File: src/rtl/ifid_fetch_stage.sv
// Instruction-fetch stage with IF/ID pipeline register.
// Owns the PC, drives the instruction-memory address, and latches the fetched word and its
// PC+4. It also handles the boot bubble, load-use stall, branch/jump redirect and flush bubbles.
// Optional feature: define BRANCH_DELAY_SLOT_EN so that a redirect latches the word being
// fetched (the delay slot) as a valid instruction, instead of inserting a bubble.
module ifid_fetch_stage #(
  parameter logic [31:0] RESET_PC = 32'h0000_0000,
  parameter logic [31:0] NOP_WORD = 32'h0000_0000
) (
  input  logic        Clock,
  input  logic        Reset_n,
  input  logic        Stall,
  input  logic        BranchTaken,
  input  logic [31:0] BranchTarget,
  input  logic        Jump,
  input  logic [31:0] JumpTarget,
  input  logic [31:0] InstrIn,
  output logic [31:0] InstrAddr,
  output logic [31:0] IFID_Instruction,
  output logic [31:0] IFID_PCPlus4,
  output logic        IFID_Valid,
  output logic [5:0]  OpCode,
  output logic [5:0]  Funct,
  output logic [1:0]  FetchState
);

  typedef enum logic [1:0] {
    StBoot  = 2'b00,
    StRun   = 2'b01,
    StHold  = 2'b10,
    StRedir = 2'b11
  } fetch_state_e;

  fetch_state_e state_q, state_d;

  logic [31:0] pc_q, pc_d;
  logic [31:0] instr_q, instr_d;
  logic [31:0] pcp4_q, pcp4_d;
  logic        valid_q, valid_d;

  logic        redirect;
  logic [31:0] redirect_target;
  logic [31:0] pc_plus4;

  assign pc_plus4        = pc_q + 32'd4;
  assign redirect        = BranchTaken | Jump;
  // Branch comes from an older instruction, so it wins over a jump decoded in ID.
  assign redirect_target = BranchTaken ? BranchTarget : JumpTarget;

  // State register.
  always_ff @(posedge Clock or negedge Reset_n) begin
    if (!Reset_n) begin
      state_q <= StBoot;
    end else begin
      state_q <= state_d;
    end
  end

  // Next-state logic: redirect > stall > normal fetch; BOOT always moves on to RUN.
  always_comb begin
    state_d = state_q;
    case (state_q)
      StBoot: state_d = StRun;
      default: begin
        if (redirect) begin
          state_d = StRedir;
        end else if (Stall) begin
          state_d = StHold;
        end else begin
          state_d = StRun;
        end
      end
    endcase
  end

  // Datapath next-state: PC and IF/ID contents for the same priority order.
  always_comb begin
    pc_d    = pc_q;
    instr_d = instr_q;
    pcp4_d  = pcp4_q;
    valid_d = valid_q;
    // BOOT leaves PC and the bubble untouched so InstrIn at RESET_PC can settle.
    if (state_q != StBoot) begin
      if (redirect) begin
        pc_d = {redirect_target[31:2], 2'b00};
`ifdef BRANCH_DELAY_SLOT_EN
        instr_d = InstrIn;
        pcp4_d  = pc_plus4;
        valid_d = 1'b1;
`else
        instr_d = NOP_WORD;
        pcp4_d  = 32'd0;
        valid_d = 1'b0;
`endif
      end else if (!Stall) begin
        pc_d    = {pc_plus4[31:2], 2'b00};
        instr_d = InstrIn;
        pcp4_d  = pc_plus4;
        valid_d = 1'b1;
      end
    end
  end

  // PC and IF/ID pipeline register.
  always_ff @(posedge Clock or negedge Reset_n) begin
    if (!Reset_n) begin
      pc_q    <= {RESET_PC[31:2], 2'b00};
      instr_q <= NOP_WORD;
      pcp4_q  <= 32'd0;
      valid_q <= 1'b0;
    end else begin
      pc_q    <= pc_d;
      instr_q <= instr_d;
      pcp4_q  <= pcp4_d;
      valid_q <= valid_d;
    end
  end

  // Outputs: decode fields are plain slices, so a bubble shows OpCode/Funct of NOP_WORD.
  always_comb begin
    InstrAddr        = pc_q;
    IFID_Instruction = instr_q;
    IFID_PCPlus4     = pcp4_q;
    IFID_Valid       = valid_q;
    OpCode           = instr_q[31:26];
    Funct            = instr_q[5:0];
    FetchState       = state_q;
  end

endmodule

File: config.mk
export PLATFORM = sky130hd
export DESIGN_NAME = ifid_fetch_stage
export DESIGN_NICKNAME = d
export VERILOG_FILES = /design/src/rtl/ifid_fetch_stage.sv
export SDC_FILE = /design/constraint.sdc
export NUM_CORES = 1
export LEC_CHECK = 0
export ABC_AREA = 1
export BUFFER_PORTS_ARGS = -buffer_cell sky130_fd_sc_hd__buf_2
export CAP_MARGIN = 25
export CELL_PAD_IN_SITES_DETAIL_PLACEMENT = 0
export CELL_PAD_IN_SITES_GLOBAL_PLACEMENT = 1
export CORE_MARGIN = 2
export CORE_UTILIZATION = 34
export CTS_CLUSTER_SIZE = 28
export DETAILED_ROUTE_END_ITERATION = 12
export PLACE_DENSITY = 0.77
export SLEW_MARGIN = 10
export SYNTH_ARGS = -nofsm -noshare
export SYNTH_HDL_FRONTEND = slang
export SYNTH_SLANG_ARGS = --single-unit
File: constraint.sdc
create_clock -name Clock -period 1.82 [get_ports Clock]
set_input_delay 0.182 -clock Clock [delete_from_list [all_inputs] [get_ports Clock]]
set_output_delay 0.182 -clock Clock [all_outputs]
set_load 0.01 [all_outputs]
==> flow_metrics.env <==
export IMPL_drc=0
export IMPL_finalSetupTns_ns=0
export IMPL_ios=212
export IMPL_cpPeakStageDelay_ns=0.47
export IMPL_vias=4449
export IMPL_critPathArrivalTime_ns=1.92
export IMPL_crit_buf_inv=0
export IMPL_cts_max_path_buffers=2
export IMPL_cp_max_fo=5
export IMPL_gp_congestion=0.860
export IMPL_slew_violations=0
export IMPL_grt_ovfl_total=0
export IMPL_synth_area_per_cell_um2=8.82
export IMPL_ys_ff_latch=95
export IMPL_path_class="register to register"
export IMPL_cp_top_family="simple AND/OR/NAND/NOR gates"
export IMPL_postRouteAntennaNets=0
export IMPL_grt_max_degree=59
export IMPL_rows=43
export IMPL_firstDrtPassIters=4
export IMPL_fin_hold_ws_ns=0.0492
export IMPL_maxCapViolations=0
export IMPL_numClockSinks=95
export IMPL_wirelength_um=14200
export IMPL_clkTransAtPathRegs_ns=0.07
export IMPL_die_area_um2=14900
export IMPL_synthToLayoutAreaGrowth_pct=31.4
export IMPL_grt_pass1_vias=4256
export IMPL_syn_area_um2=4750
export IMPL_nNetsFinal=835
export IMPL_detail_route_wl_per_cell_um=15.5
export IMPL_crit_top_cell="nand2_1"
export IMPL_antenna_found_initial=0
export IMPL_drive_gt1_share_pct=35.5
export IMPL_powerDensity_nw_per_um2=827
export IMPL_grt_util_all_layers_pct=19.2
export IMPL_cp_cell_sequence="nand2_1, nor2_1, nand2_1, nor2_4, nand3_1, nand3_1, nand2_1, nand2_1, nand2_1"
export IMPL_drtIter0Drc=249
export IMPL_viasPerCell=4.85
export IMPL_die_h_um=122
export IMPL_yosys_warnings=0
export IMPL_htree_levels=3
export IMPL_rrSetupSlack_ns=0.14
export IMPL_die_width_um=122
export IMPL_numCtsBuffers=9
export IMPL_finalSetupViolCount=0
export IMPL_critPathLaunchType="register"
export IMPL_hp_class="input port to register"
export IMPL_antenna_cells=0
export IMPL_hold_viol_final=0
export IMPL_netlist_instances=539
export IMPL_regToRegStartpoint="InstrAddr[12]"
export IMPL_hold_path_depth=2
export IMPL_root_buffer="clkbuf_16"
export IMPL_start_util_pct=34.5
export IMPL_fin_crit_sh_pct=92.4
export IMPL_core_region_area_um2=13800
export IMPL_outcome="complete, no violations"
export IMPL_critPathRequiredTime_ns=2.06
export IMPL_synth_top_area_share_pct=50.0
export IMPL_yosysTopAreaCell="dfrtp_1"
export IMPL_grt_pass1_wl_um=22100
export IMPL_ir_worst_vdd_mv=0.421
export IMPL_end_kind="register"
export IMPL_fin_crit_ns=1.68
export IMPL_leakage_nw=3.40
export IMPL_crit_slowest_cell="dfrtp_1"
export IMPL_ys_seq_area_share_pct=50.0
export IMPL_worstHoldStart="InstrIn[0]"
export IMPL_worstHoldEndpoint="IFID_Instruction[0]"
export IMPL_rsz0062_at_grt="no"
export IMPL_fmax_ghz=0.594
export IMPL_clock_latency_ns=0.35
export IMPL_yosys_top_cells_area="dfrtp_1 (50%), nand2_1 (12%), a22o_1 (7.2%)"
export IMPL_cts_tree="built"
export IMPL_r2r_end="InstrAddr[31]"
export IMPL_io_buffers=203
export IMPL_yosysUniqueCellTypes=38
export IMPL_dp_hpwl_um=10800
export IMPL_worstRegToRegCells=9
export IMPL_finalClockSkew_ns=0.00872
export IMPL_cts_setup_buffers=0
[routing by layer]
metal / routed length [um] / up-vias / global-route usage, %
li1: - / 2181 / -
met1: 6440 / 2079 / 25.7
met2: 6470 / 178 / 30.9
met3: 1140 / 11 / 4.09
met4: 186 / 0 / 6.90
met5: 0 / - / 0
[report_power, final]
part / total, mW / leakage [nW] / internal [mW] / switching, mW
Combinational: 0.815 / 2.00 / 0.343 / 0.472
Clock: 1.96 / 0.156 / 1.17 / 0.785
Sequential: 2.39 / 1.25 / 2.24 / 0.151
Total: 5.17 / 3.40 / 3.76 / 1.41
[cells by family after synthesis]
| kind of cell | share of synthesized area [%] |
|---|---|
| simple gates | 23.7 |
| compound gates | 16.7 |
| flops | 50.0 |
| buf+inv | 8.03 |
| xor+xnor | 1.29 |
| fa+ha+maj | 0.263 |
| other cells | 0.0789 |
[worst max-delay path by stage]
stage / from / end / slack [ns] / cells past startpoint
global placement: InstrAddr[2] / IFID_PCPlus4[24] / 0.19 / 9
finish: InstrAddr[12] / InstrAddr[31] / 0.14 / 9
global route: InstrAddr[2] / InstrAddr[12] / 0.02 / 8
CTS: InstrAddr[2] / InstrAddr[24] / 0.15 / 9
floorplan: InstrAddr[2] / InstrAddr[14] / 0.38 / 8
detailed placement: InstrAddr[12] / InstrAddr[31] / 0.16 / 9
[Yosys cell counts, drive strengths merged]
library cell	number
a221oi	2
a22o	39
nor3	8
a21oi	14
xor2	7
o211ai	16
ha	1
nand3	31
conb	1
nand2	160
nand4	1
a22oi	21
or2	2
inv	34
clkbuf	6
buf	34
and2	1
o21ai	14
o221ai	1
nor2b	2
nand3b	1
dfrtp	95
a31oi	1
nor2	46
and3	1
[area by class of cell]
cell class	instances	area [um2]
Fill cell	1412	7530
Sequential cell	95	2380
Multi-Input combinational cell	373	2020
Timing Repair Buffer	220	1190
Clock buffer	13	270
Tap cell	180	225
Inverter	34	130
Clock inverter	3	40.0
[per-stage QoR]
stage,util (%),power [mW],instances,cell area (um2),worst slack [ns]
2_1_floorplan,-,2.82,542,4760,0.375
3_3_place_gp,43.0,3.24,901,5920,0.187
3_5_place_dp,43.0,3.25,901,5920,0.164
4_1_cts,45.3,5.23,918,6240,0.147
5_1_grt,45.4,5.43,918,6250,0.0169
6_report,45.4,5.17,918,6250,0.138
[placed cells by master (no fill, tap or decap), types with 2 or more instances in the layout]
cell type | synthesis | final
nand2_1 | 152 | 152
o211ai_1 | 16 | 16
nand2_2 | 7 | 6
buf_2 | 6 | 202
nor2_4 | 7 | 7
a22o_1 | 39 | 39
nor2_1 | 35 | 34
nor3_2 | 1 | 2
a21oi_1 | 14 | 14
nor3_1 | 7 | 6
buf_12 | 0 | 3
or2_2 | 2 | 2
o21ai_0 | 10 | 10
xor2_1 | 7 | 7
clkbuf_8 | 0 | 3
buf_4 | 23 | 14
nor2_2 | 4 | 5
clkinv_2 | 0 | 2
o21ai_1 | 4 | 4
nand2_4 | 1 | 2
nand3_1 | 30 | 30
conb_1 | 1 | 4
a22oi_1 | 21 | 21
clkbuf_16 | 0 | 9
dfrtp_1 | 95 | 95
a221oi_1 | 2 | 2
inv_1 | 32 | 32
[sequential cells by signal, indices dropped and copies added (netlist names)]
register,cells
FetchState,2
IFID_Instruction,32
IFID_PCPlus4,30
IFID_Valid,1
InstrAddr,30
[timing repair]
| action | in CTS | in global routing |
|---|---|---|
| hold buffers | 1 | 0 |
| endpoints found under the setup margin | 0 | 5 |
| endpoints found under the hold margin | 25 | 0 |
| resized for setup | 0 | 1 |
Power figures use the tool's default switching activity.
